**src/rtl/pulsegen_arbiter_if.sv**
```systemverilog
// Requester / generator signal bundle for pulsegen_arbiter.
// slave is the arbiter's view; master is the driving side (front-end plus generator).
interface pulsegen_arbiter_if #(
  parameter int NUM_REQ = 4,
  parameter int CNT_W   = 32
);
  localparam int IDX_W = $clog2(NUM_REQ);

  logic [NUM_REQ-1:0]       req_i;
  logic [NUM_REQ*CNT_W-1:0] req_cnt_i;
  logic                     sync_en_i;
  logic                     sync_tick_i;
  logic [NUM_REQ-1:0]       ack_o;
  logic [NUM_REQ-1:0]       done_o;
  logic                     err_o;
  logic                     busy_o;
  logic [IDX_W-1:0]         owner_o;
  logic                     pg_start_o;
  logic [CNT_W-1:0]         pg_cnt_o;
  logic                     pg_abort_o;
  logic                     pg_done_i;

  modport slave (
    input  req_i, req_cnt_i, sync_en_i, sync_tick_i, pg_done_i,
    output ack_o, done_o, err_o, busy_o, owner_o, pg_start_o, pg_cnt_o, pg_abort_o
  );

  modport master (
    output req_i, req_cnt_i, sync_en_i, sync_tick_i, pg_done_i,
    input  ack_o, done_o, err_o, busy_o, owner_o, pg_start_o, pg_cnt_o, pg_abort_o
  );
endinterface

```
**src/rtl/pulsegen_arbiter.sv**
```systemverilog
// Round-robin scheduler sharing one pulse generator between NUM_REQ requesters.
// Optional RUN-state watchdog is compiled in when PGARB_WDOG_EN is defined.
module pulsegen_arbiter #(
  parameter int NUM_REQ     = 4,
  parameter int CNT_W       = 32,
  parameter int GAP_CYCLES  = 2,
  parameter int WDOG_CYCLES = 1024
) (
  input  logic               clk_i,
  input  logic               reset_i,
  pulsegen_arbiter_if.slave  bus
);
  localparam int IDX_W = $clog2(NUM_REQ);
  localparam int GAP_W = (GAP_CYCLES > 1) ? $clog2(GAP_CYCLES) : 1;
  localparam logic [GAP_W-1:0] GAP_LAST = GAP_W'((GAP_CYCLES > 0) ? GAP_CYCLES - 1 : 0);

  typedef enum logic [2:0] {
    S_IDLE = 3'd0,
    S_SYNC = 3'd1,
    S_LOAD = 3'd2,
    S_RUN  = 3'd3,
    S_GAP  = 3'd4
  } state_t;

  // Where a finished (or zero-length / aborted) grant goes next.
  localparam state_t S_AFTER = (GAP_CYCLES == 0) ? S_IDLE : S_GAP;

  if (NUM_REQ < 2 || NUM_REQ > 8 || GAP_CYCLES < 0 || WDOG_CYCLES < 1) begin : g_param_chk
    $error("pulsegen_arbiter: illegal parameter set");
  end

  function automatic logic [IDX_W-1:0] rr_next(input logic [NUM_REQ-1:0] req,
                                               input logic [IDX_W-1:0]   ptr);
    logic [IDX_W-1:0] win;
    logic [IDX_W-1:0] idx;
    logic             found;
    win   = ptr;
    found = 1'b0;
    for (int off = 1; off <= NUM_REQ; off++) begin
      idx = IDX_W'((int'(ptr) + off) % NUM_REQ);
      if (!found && req[idx]) begin
        win   = idx;
        found = 1'b1;
      end
    end
    return win;
  endfunction

  function automatic logic [NUM_REQ-1:0] onehot(input logic [IDX_W-1:0] i);
    return {{(NUM_REQ-1){1'b0}}, 1'b1} << i;
  endfunction

  state_t             r_state;
  logic [NUM_REQ-1:0] r_ack;
  logic [NUM_REQ-1:0] r_done;
  logic               r_start;
  logic [CNT_W-1:0]   r_cnt;
  logic [IDX_W-1:0]   r_owner;
  logic [IDX_W-1:0]   r_ptr;
  logic [GAP_W-1:0]   r_gap;

  logic               w_any;
  logic [IDX_W-1:0]   w_win;
  logic [CNT_W-1:0]   w_cnt;

`ifdef PGARB_WDOG_EN
  localparam int WD_W = (WDOG_CYCLES > 1) ? $clog2(WDOG_CYCLES) : 1;
  localparam logic [WD_W-1:0] WD_LAST = WD_W'(WDOG_CYCLES - 1);
  logic [WD_W-1:0]    r_wdog;
  logic               r_err;
  logic               r_abort;
`endif

  assign w_any = |bus.req_i;
  assign w_win = rr_next(bus.req_i, r_ptr);
  assign w_cnt = bus.req_cnt_i[w_win*CNT_W +: CNT_W];

  always_ff @(posedge clk_i or posedge reset_i) begin
    if (reset_i) begin
      r_state <= S_IDLE;
      r_ack   <= '0;
      r_done  <= '0;
      r_start <= 1'b0;
      r_cnt   <= '0;
      r_owner <= '0;
      r_ptr   <= IDX_W'(NUM_REQ - 1);
      r_gap   <= '0;
`ifdef PGARB_WDOG_EN
      r_wdog  <= '0;
      r_err   <= 1'b0;
      r_abort <= 1'b0;
`endif
    end else begin
      r_ack   <= '0;
      r_done  <= '0;
      r_start <= 1'b0;
`ifdef PGARB_WDOG_EN
      r_err   <= 1'b0;
      r_abort <= 1'b0;
`endif
      unique case (r_state)
        S_IDLE: begin
          if (w_any) begin
            r_owner <= w_win;
            r_ptr   <= w_win;
            r_cnt   <= w_cnt;
            r_ack   <= onehot(w_win);
            // A zero-length pulse completes at grant time and never touches the generator.
            if (w_cnt == '0) begin
              r_done  <= onehot(w_win);
              r_gap   <= GAP_LAST;
              r_state <= S_AFTER;
            end else if (bus.sync_en_i) begin
              r_state <= S_SYNC;
            end else begin
              r_start <= 1'b1;
              r_state <= S_LOAD;
            end
          end
        end
        S_SYNC: begin
          if (bus.sync_tick_i) begin
            r_start <= 1'b1;
            r_state <= S_LOAD;
          end
        end
        S_LOAD: begin
          r_state <= S_RUN;
`ifdef PGARB_WDOG_EN
          r_wdog  <= '0;
`endif
        end
        S_RUN: begin
          if (bus.pg_done_i) begin
            r_done  <= onehot(r_owner);
            r_gap   <= GAP_LAST;
            r_state <= S_AFTER;
          end
`ifdef PGARB_WDOG_EN
          // Completion on the terminal cycle takes priority over the abort.
          else if (r_wdog == WD_LAST) begin
            r_done  <= onehot(r_owner);
            r_err   <= 1'b1;
            r_abort <= 1'b1;
            r_gap   <= GAP_LAST;
            r_state <= S_AFTER;
          end else begin
            r_wdog  <= r_wdog + 1'b1;
          end
`endif
        end
        S_GAP: begin
          if (r_gap == '0) r_state <= S_IDLE;
          else             r_gap   <= r_gap - 1'b1;
        end
        default: r_state <= S_IDLE;
      endcase
    end
  end

  assign bus.ack_o      = r_ack;
  assign bus.done_o     = r_done;
  assign bus.busy_o     = (r_state != S_IDLE);
  assign bus.owner_o    = r_owner;
  assign bus.pg_start_o = r_start;
  assign bus.pg_cnt_o   = r_cnt;
`ifdef PGARB_WDOG_EN
  assign bus.err_o      = r_err;
  assign bus.pg_abort_o = r_abort;
`else
  assign bus.err_o      = 1'b0;
  assign bus.pg_abort_o = 1'b0;
`endif
endmodule

```
**src/flat_wrapper.sv**
```systemverilog
// flat-port wrapper written by rule: the top's interface ports become plain ports
module pulsegen_arbiter_flat 
#(
  parameter int NUM_REQ     = 4,
  parameter int CNT_W       = 32,
  parameter int GAP_CYCLES  = 2,
  parameter int WDOG_CYCLES = 1024
)
  (clk_i, reset_i, bus_req_i, bus_req_cnt_i, bus_sync_en_i, bus_sync_tick_i, bus_pg_done_i, bus_ack_o, bus_done_o, bus_err_o, bus_busy_o, bus_owner_o, bus_pg_start_o, bus_pg_cnt_o, bus_pg_abort_o);
  pulsegen_arbiter_if #(.NUM_REQ(NUM_REQ), .CNT_W(CNT_W)) bus_i ();
  input  logic clk_i;
  input  logic reset_i;
  input wire logic [$bits(bus_i.req_i)-1:0] bus_req_i;
  input wire logic [$bits(bus_i.req_cnt_i)-1:0] bus_req_cnt_i;
  input wire logic [$bits(bus_i.sync_en_i)-1:0] bus_sync_en_i;
  input wire logic [$bits(bus_i.sync_tick_i)-1:0] bus_sync_tick_i;
  input wire logic [$bits(bus_i.pg_done_i)-1:0] bus_pg_done_i;
  output wire logic [$bits(bus_i.ack_o)-1:0] bus_ack_o;
  output wire logic [$bits(bus_i.done_o)-1:0] bus_done_o;
  output wire logic [$bits(bus_i.err_o)-1:0] bus_err_o;
  output wire logic [$bits(bus_i.busy_o)-1:0] bus_busy_o;
  output wire logic [$bits(bus_i.owner_o)-1:0] bus_owner_o;
  output wire logic [$bits(bus_i.pg_start_o)-1:0] bus_pg_start_o;
  output wire logic [$bits(bus_i.pg_cnt_o)-1:0] bus_pg_cnt_o;
  output wire logic [$bits(bus_i.pg_abort_o)-1:0] bus_pg_abort_o;
  assign bus_i.req_i = bus_req_i;
  assign bus_i.req_cnt_i = bus_req_cnt_i;
  assign bus_i.sync_en_i = bus_sync_en_i;
  assign bus_i.sync_tick_i = bus_sync_tick_i;
  assign bus_i.pg_done_i = bus_pg_done_i;
  assign bus_ack_o = bus_i.ack_o;
  assign bus_done_o = bus_i.done_o;
  assign bus_err_o = bus_i.err_o;
  assign bus_busy_o = bus_i.busy_o;
  assign bus_owner_o = bus_i.owner_o;
  assign bus_pg_start_o = bus_i.pg_start_o;
  assign bus_pg_cnt_o = bus_i.pg_cnt_o;
  assign bus_pg_abort_o = bus_i.pg_abort_o;
  pulsegen_arbiter #(.NUM_REQ(NUM_REQ), .CNT_W(CNT_W), .GAP_CYCLES(GAP_CYCLES), .WDOG_CYCLES(WDOG_CYCLES)) u_core (.clk_i(clk_i), .reset_i(reset_i), .bus(bus_i));
endmodule
```
**config.mk**
```make
export PLATFORM = sky130hd
export DESIGN_NAME = pulsegen_arbiter_flat
export DESIGN_NICKNAME = d
export VERILOG_FILES = /design/src/rtl/pulsegen_arbiter_if.sv /design/src/rtl/pulsegen_arbiter.sv /design/src/flat_wrapper.sv
export SDC_FILE = /design/constraint.sdc
export NUM_CORES = 1
export LEC_CHECK = 0
export ABC_AREA = 1
export ABC_CLOCK_PERIOD_IN_PS = 3100
export CORE_ASPECT_RATIO = 1.2
export CORE_MARGIN = 2
export CORE_UTILIZATION = 41
export DETAILED_ROUTE_END_ITERATION = 12
export GPL_ROUTABILITY_DRIVEN = 0
export GPL_TIMING_DRIVEN = 0
export PLACE_DENSITY = 0.82
export SLEW_MARGIN = 5
export SYNTH_ARGS = -nofsm -noshare
export SYNTH_HDL_FRONTEND = slang
export SYNTH_SLANG_ARGS = --single-unit
export TNS_END_PERCENT = 30
```
**constraint.sdc**
```tcl
create_clock -name clk_i -period 3.1 [get_ports clk_i]
set_input_delay 0.31 -clock clk_i [delete_from_list [all_inputs] [get_ports clk_i]]
set_output_delay 0.31 -clock clk_i [all_outputs]
set_load 0.005 [all_outputs]
```
# Word-level counts from Yosys, hierarchy flattened
# Index checks and enable logic that the tools add are counted.
[op_classes] eq_ne=9 add_sub_neg=5 mux=38 reduce_logical=14 order_cmp=4 n_shift=3
[op_table] cell="$shiftx A128 B8 Y32" count=1
[op_table] cell="$logic_not A32 Y1" count=1
[op_table] cell="$mux W4" count=5
[op_table] cell="$mux W1" count=15
[op_table] cell="$mux W3" count=5
[op_table] cell="$pmux W3 S5" count=1
[op_table] cell="$lt A2 B3 Y1 const B" count=4
[op_table] cell="$mux W2" count=5
[op_table] cell="$bmux W1 S2" count=4
[op_table] cell="$pmux W4 S2" count=1
[op_table] cell="$reduce_and A4 Y1" count=2
[op_table] cell="$shl A1 B2 Y4 const A" count=2
[op_table] cell="$eq A3 B2 Y1 const B" count=2
[op_table] cell="$ne A2 B2 Y1 const B" count=3
[op_table] cell="$reduce_bool A3 Y1" count=2
[op_table] cell="$add A2 B1 Y2 const B" count=2
[op_table] cell="$add A2 B2 Y2 const B" count=2
[op_table] cell="$ne A2 B1 Y1 const B" count=2
[op_table] cell="$reduce_or A4 Y1" count=1
[op_table] cell="$eq A3 B1 Y1 const B" count=1
[op_table] cell="$eq A3 B3 Y1 const B" count=1
[op_table] cell="$logic_and A1 B1 Y1" count=3
[op_table] cell="$logic_not A1 Y1" count=3
[op_table] cell="$logic_not A3 Y1" count=1
[op_table] cell="other kinds (4)" count=4
[word_totals] ff_bits=49

# Longest topological paths before layout
[depth] ltp_word=18 depth_mapped=23 mapped_depth_nobuf=22

# Worst setup path after synthesis
# Ideal clock, no wire load.
[synth_timing] path_kind="reg2reg" from="reg u_core.r_ptr[0]" to="reg u_core.r_gap" slack_ns=0.746 period_less_slack_ns=2.354 arrival_time_ns=2.235 path_stages_with_launch=22 required_ns=2.982 setup_time_ns=0.118 path_cell_list="dfstp_2 -> buf_4 -> nand2_1 -> nand2_1 -> nand2_2 -> nand2_2 -> inv_2 -> nand3_1 -> nand3_2 -> nand2_4 -> buf_4 -> nand3_1 -> nand2_1 -> nand2_1 -> nor2_1 -> nand2_1 -> nor2_1 -> nand2_2 -> nand2_1 -> nand3_1 -> nand2_1 -> nand2_1"
[synth_between] elab_chain_len=17 word_cells_on_any_way=29
[synth_lines] element="from (decl)" line="pulsegen_arbiter.sv:59" text="logic [IDX_W-1:0] r_ptr;"
[synth_lines] element="from (signal assigned)" line="pulsegen_arbiter.sv:86" text="r_ptr <= IDX_W'(NUM_REQ - 1);"
[synth_lines] element="from (signal assigned)" line="pulsegen_arbiter.sv:105" text="r_ptr <= w_win;"
[synth_lines] element="$add A2 B1 Y2" line="pulsegen_arbiter.sv:40" text="idx = IDX_W'((int'(ptr) + off) % NUM_REQ);"
[synth_lines] element="$bmux W1 S2" line="pulsegen_arbiter.sv:41" text="if (!found && req[idx]) begin"
[synth_lines] element="$mux W1 (not written as such)" line="pulsegen_arbiter.sv:41"
[synth_lines] element="$mux W1" line="pulsegen_arbiter.sv:41"
[synth_lines] element="$logic_not A1 Y1" line="pulsegen_arbiter.sv:41"
[synth_lines] element="$logic_and A1 B1 Y1" line="pulsegen_arbiter.sv:41"
[synth_lines] element="$mux W1" line="pulsegen_arbiter.sv:41"
[synth_lines] element="$logic_not A1 Y1" line="pulsegen_arbiter.sv:41"
[synth_lines] element="$logic_and A1 B1 Y1" line="pulsegen_arbiter.sv:41"
[synth_lines] element="$mux W1" line="pulsegen_arbiter.sv:41"
[synth_lines] element="$logic_not A1 Y1" line="pulsegen_arbiter.sv:41"
[synth_lines] element="$logic_and A1 B1 Y1" line="pulsegen_arbiter.sv:41"
[synth_lines] element="$mux W2 *" line="pulsegen_arbiter.sv:41"
[synth_lines] element="$shiftx A128 B8 Y32 *" line="pulsegen_arbiter.sv:76" text="assign w_cnt = bus.req_cnt_i[w_win*CNT_W +: CNT_W];"
[synth_lines] element="$logic_not A32 Y1 *" line="pulsegen_arbiter.sv:109" text="if (w_cnt == '0) begin"
[synth_lines] element="$ne A2 B1 Y1 (no source line) *"
[synth_lines] element="$reduce_and A4 Y1 (no source line) *"
[synth_lines] element="to (signal assigned)" line="pulsegen_arbiter.sv:154" text="else r_gap <= r_gap - 1'b1;"
[synth_lines] element="to (decl)" line="pulsegen_arbiter.sv:60" text="logic [GAP_W-1:0] r_gap;"
# Mark *: on every way between the ends. The rest lies on a longest branch, timed or not. The select of a mux whose other input is x is not followed.
# A chain may end at the register's enable or synchronous reset.

# Worst setup path in the final report
# Ends and elaborated chain as after synthesis.

==> summary.txt <==
Outcome
  – Outcome: finished, final reports clean

Route
  – Routed WL: 13.5 mm
  – Vias/cell: 5.05
  – Initial DRC Count: 249
  – Wirelength per Cell: 15.1 µm
  – DR pass1 iterations: 5
  – DRC: 0
  – Antenna-violating nets left: 0
  – Vias post-DR: 4,506

Synthesis
  – Mapped Cells: 577
  – Post-synth top cells: nand2_1, nand3_1, dfrtp_1, inv_1, o21ai_0
  – Post-synth EDFFs: 0
  – Top FF cell, synth: dfrtp_1
  – Register area share after synthesis: 0.345
  – Area leader, netlist: dfrtp_1
  – Synthesized flop and latch total: 49
  – Mapped Avg Cell Area: 6.17 µm²
  – Post-Syn Area: 3560 µm²
  – Async SR Flop Fraction: 1.00
  – Syn. warnings: 0
  – Synth top area cells: dfrtp_1, nand2_1, nand3_1
  – Cell with the most instances after synthesis: nand2_1
  – Post-synth top area share: 0.330
  – Synth unique cells: 24

Floorplan
  – Initial Util: 0.418
  – Die Span X: 89.1 µm
  – DIE AREA: 9450 µm²
  – IO Pins: 183
  – Core area: 8520 µm²
  – Die height: 106 µm
  – Placement Rows: 37

Layout
  – Final nets: 912
  – Area added between synthesis and finish: 63.0%
  – Diode count: 0
  – # fillers: 766
  – Design area: 5810 µm²
  – Layout cell share with drive strength beyond 1: 0.0889

Critical path
  – CP Launch Type: flip-flop
  – Req. time, crit path: 3.30 ns
  – Worst EP arrival: 3.13 ns
  – Worst path slowest cell: dfstp_2
  – Crit Path Category: reg -> reg
  – Worst path bufs/invs: 2
  – CP cell instances: buf_6 -> nand2_1 -> nand3_1 -> nand2_1 -> nand2_2 -> nand2_1 -> nand2_4 -> nand2_8 -> clkbuf_4 -> nand2_1 -> nand3_1 -> nand2_1 -> nand2_1 -> nor2_1 -> nand2_1 -> nor2_1 -> nand2_2 -> nand2_1 -> nand3_1 -> nand2_1 -> nand2_1
  – Slowest stage delay, CP: 0.60 ns
  – Worst setup EP type: flip-flop
  – Crit-path leading delay family: simple AND/OR/NAND/NOR gates
  – Most used cell, CP: nand2_1
  – CP max FO: 10

Global route
  – Initial antenna violation count: 0
  – Vias in the first global route: 4,234
  – GRT Util Overall: 0.268
  – GRT overflow: 0
  – Pin count of the biggest net entering global routing: 43
  – First-pass GRT wire length: 19.9 mm

Pwr
  – Worst VDD drop: 0.744 mV
  – Power Dens Cells: 1270 nW/µm²
  – Leak: 2.85 nW

Timing
  – WHS: 0.206 ns
  – Tmin final: 2.93 ns
  – Achievable Freq: 341 MHz
  – Setup ws final: 0.170 ns
  – Fin Clk Skew: 0.0131 ns
  – Final period util: 0.945
  – Hold Vio Cnt, Final: 0
  – Max-slew violations: 0
  – Setup violators final: 0

Clocking
  – Clk sinks: 49
  – CTS HTree Levels: 2
  – Clk pin slew, worst setup/hold paths: 0.11 ns
  – Clk Latency, worst-skew pair: 0.31 ns
  – CTS tree: built
  – Num CTS Buffers: 5
  – Root Buffer Master: clkbuf_8
  – CTS Buffer Depth: 2
  – Cts hold-fix bufs: 0

Placed design
  – IO buf count: 180
  – Placed Area: 5530 µm²
  – DP HPWL: 10.5 mm
  – DP Worst Slack: -0.0494 ns

Flow run
  – Max-cap violation count: 0

Min path
  – HP Class: in -> async
[worst reg2reg max path, cell delays in order (launching register included)]
cell	delay, ns
dfstp_2	0.60
buf_6	0.14
nand2_1	0.08
nand3_1	0.09
nand2_1	0.13
nand2_2	0.14
nand2_1	0.10
nand2_4	0.17
nand2_8	0.09
clkbuf_4	0.21
nand2_1	0.08
nand3_1	0.07
nand2_1	0.11
nand2_1	0.08
nor2_1	0.14
nand2_1	0.06
nor2_1	0.11
nand2_2	0.13
nand2_1	0.11
nand3_1	0.06
nand2_1	0.07
nand2_1	0.05
[placed cells by master, fill, tap and decap left out]
| master | n |
|---|---|
| o21ai_0 | 37 |
| dfstp_2 | 2 |
| nand2_1 | 268 |
| clkbuf_1 | 7 |
| clkbuf_4 | 2 |
| nor2_2 | 1 |
| buf_4 | 15 |
| nand2_4 | 4 |
| nor2_1 | 21 |
| dfrtp_1 | 47 |
| clkdlybuf4s50_1 | 180 |
| buf_12 | 1 |
| nand2_2 | 11 |
| inv_1 | 46 |
| inv_4 | 1 |
| a21oi_1 | 3 |
| nand3_4 | 1 |
| nand4_1 | 6 |
| nor3_1 | 1 |
| inv_2 | 3 |
| inv_6 | 1 |
| buf_6 | 7 |
| nand3_2 | 3 |
| o31ai_1 | 4 |
| clkinv_4 | 1 |
| buf_2 | 4 |
| nand2_8 | 1 |
| conb_1 | 2 |
| nor4_1 | 1 |
| clkbuf_8 | 5 |
| buf_8 | 2 |
| o21ai_1 | 1 |
| nand3_1 | 68 |
| clkbuf_2 | 2 |
| nand3b_1 | 15 |
| inv_8 | 2 |
[flip-flops by register name (all words and copies together) (netlist names)]
register and count:
u_core.bus.owner_o 2, u_core.r_ptr 2, u_core.bus.done_o 4, u_core.r_gap 1, u_core.r_state 3, u_core.bus.pg_start_o 1, u_core.bus.ack_o 4, u_core.bus.pg_cnt_o 32
[path summary, 6_finish.rpt]
path,startpoint,endpoint,slack (ns),cells after the start
hold / removal,reset_i,u_core.bus.pg_cnt_o[18]$_DFFE_PP0P_,0.21,2
min in group clk_i,u_core.bus.pg_cnt_o[14]$_DFFE_PP0P_,u_core.bus.pg_cnt_o[14]$_DFFE_PP0P_,0.49,2
setup reg to reg,u_core.r_ptr[0]$_DFFE_PP1P_,u_core.r_gap$_DFFE_PP0P_,0.17,21
hold reg to reg,u_core.bus.pg_cnt_o[14]$_DFFE_PP0P_,u_core.bus.pg_cnt_o[14]$_DFFE_PP0P_,0.49,2
setup / recovery,u_core.r_ptr[0]$_DFFE_PP1P_,u_core.r_gap$_DFFE_PP0P_,0.17,21
max in group asynchronous,reset_i,u_core.r_ptr[1]$_DFFE_PP1P_,2.37,3
[power by group]
group	total, mW	switching (mW)	internal [mW]	leakage, nW
combinational	5.81	3.52	2.29	2.19
sequential	1.15	0.194	0.960	0.610
clock	0.408	0.239	0.169	0.0506
total	7.37	3.95	3.41	2.85
[repair_timing]
action	in CTS	in global routing
buffers inserted	0	8
gates resized for setup	0	35
setup endpoints to repair	0	9
endpoints found under the hold margin	0	0
[logic make-up after synthesis]
kind of cell,share of synthesized area
AND/OR/NAND/NOR,0.481
buffers and inverters,0.107
flip-flops,0.345
AO/OA/AOI/OAI,0.0661
other,0.00105
[routing by layer]
layer,wire length [µm],GRT usage,vias to the layer above
li1,-,-,2200
met4,211,0.0757,0
met2,6980,0.483,226
met3,1230,0.0559,17
met1,5040,0.314,2063
met5,0,0,-
[per-stage QoR]
step | TNS, ns | power [mW] | utilization | cells
after floorplan | 0 | 4.50 | - | 578
after global placement | 0 | 6.29 | 0.647 | 875
after detailed placement | -0.119 | 6.45 | 0.650 | 876
after CTS | 0 | 6.87 | 0.661 | 884
after global routing | -0.127 | 7.99 | 0.682 | 893
final | 0 | 7.37 | 0.682 | 893
[final cells by class]
cell class                 count  area [µm²]  share of cell area
sequential                    49        1230               0.212
clock inverter                 3        28.8             0.00496
timing repair buffer         189        1880               0.324
clock buffer                   5        68.8              0.0119
buffer                        31         233              0.0401
multi-input combinational    448        2020               0.347
inverter                      51         201              0.0347
tap                          117         146              0.0252
No activity file was read; power rests on OpenSTA's default activity.
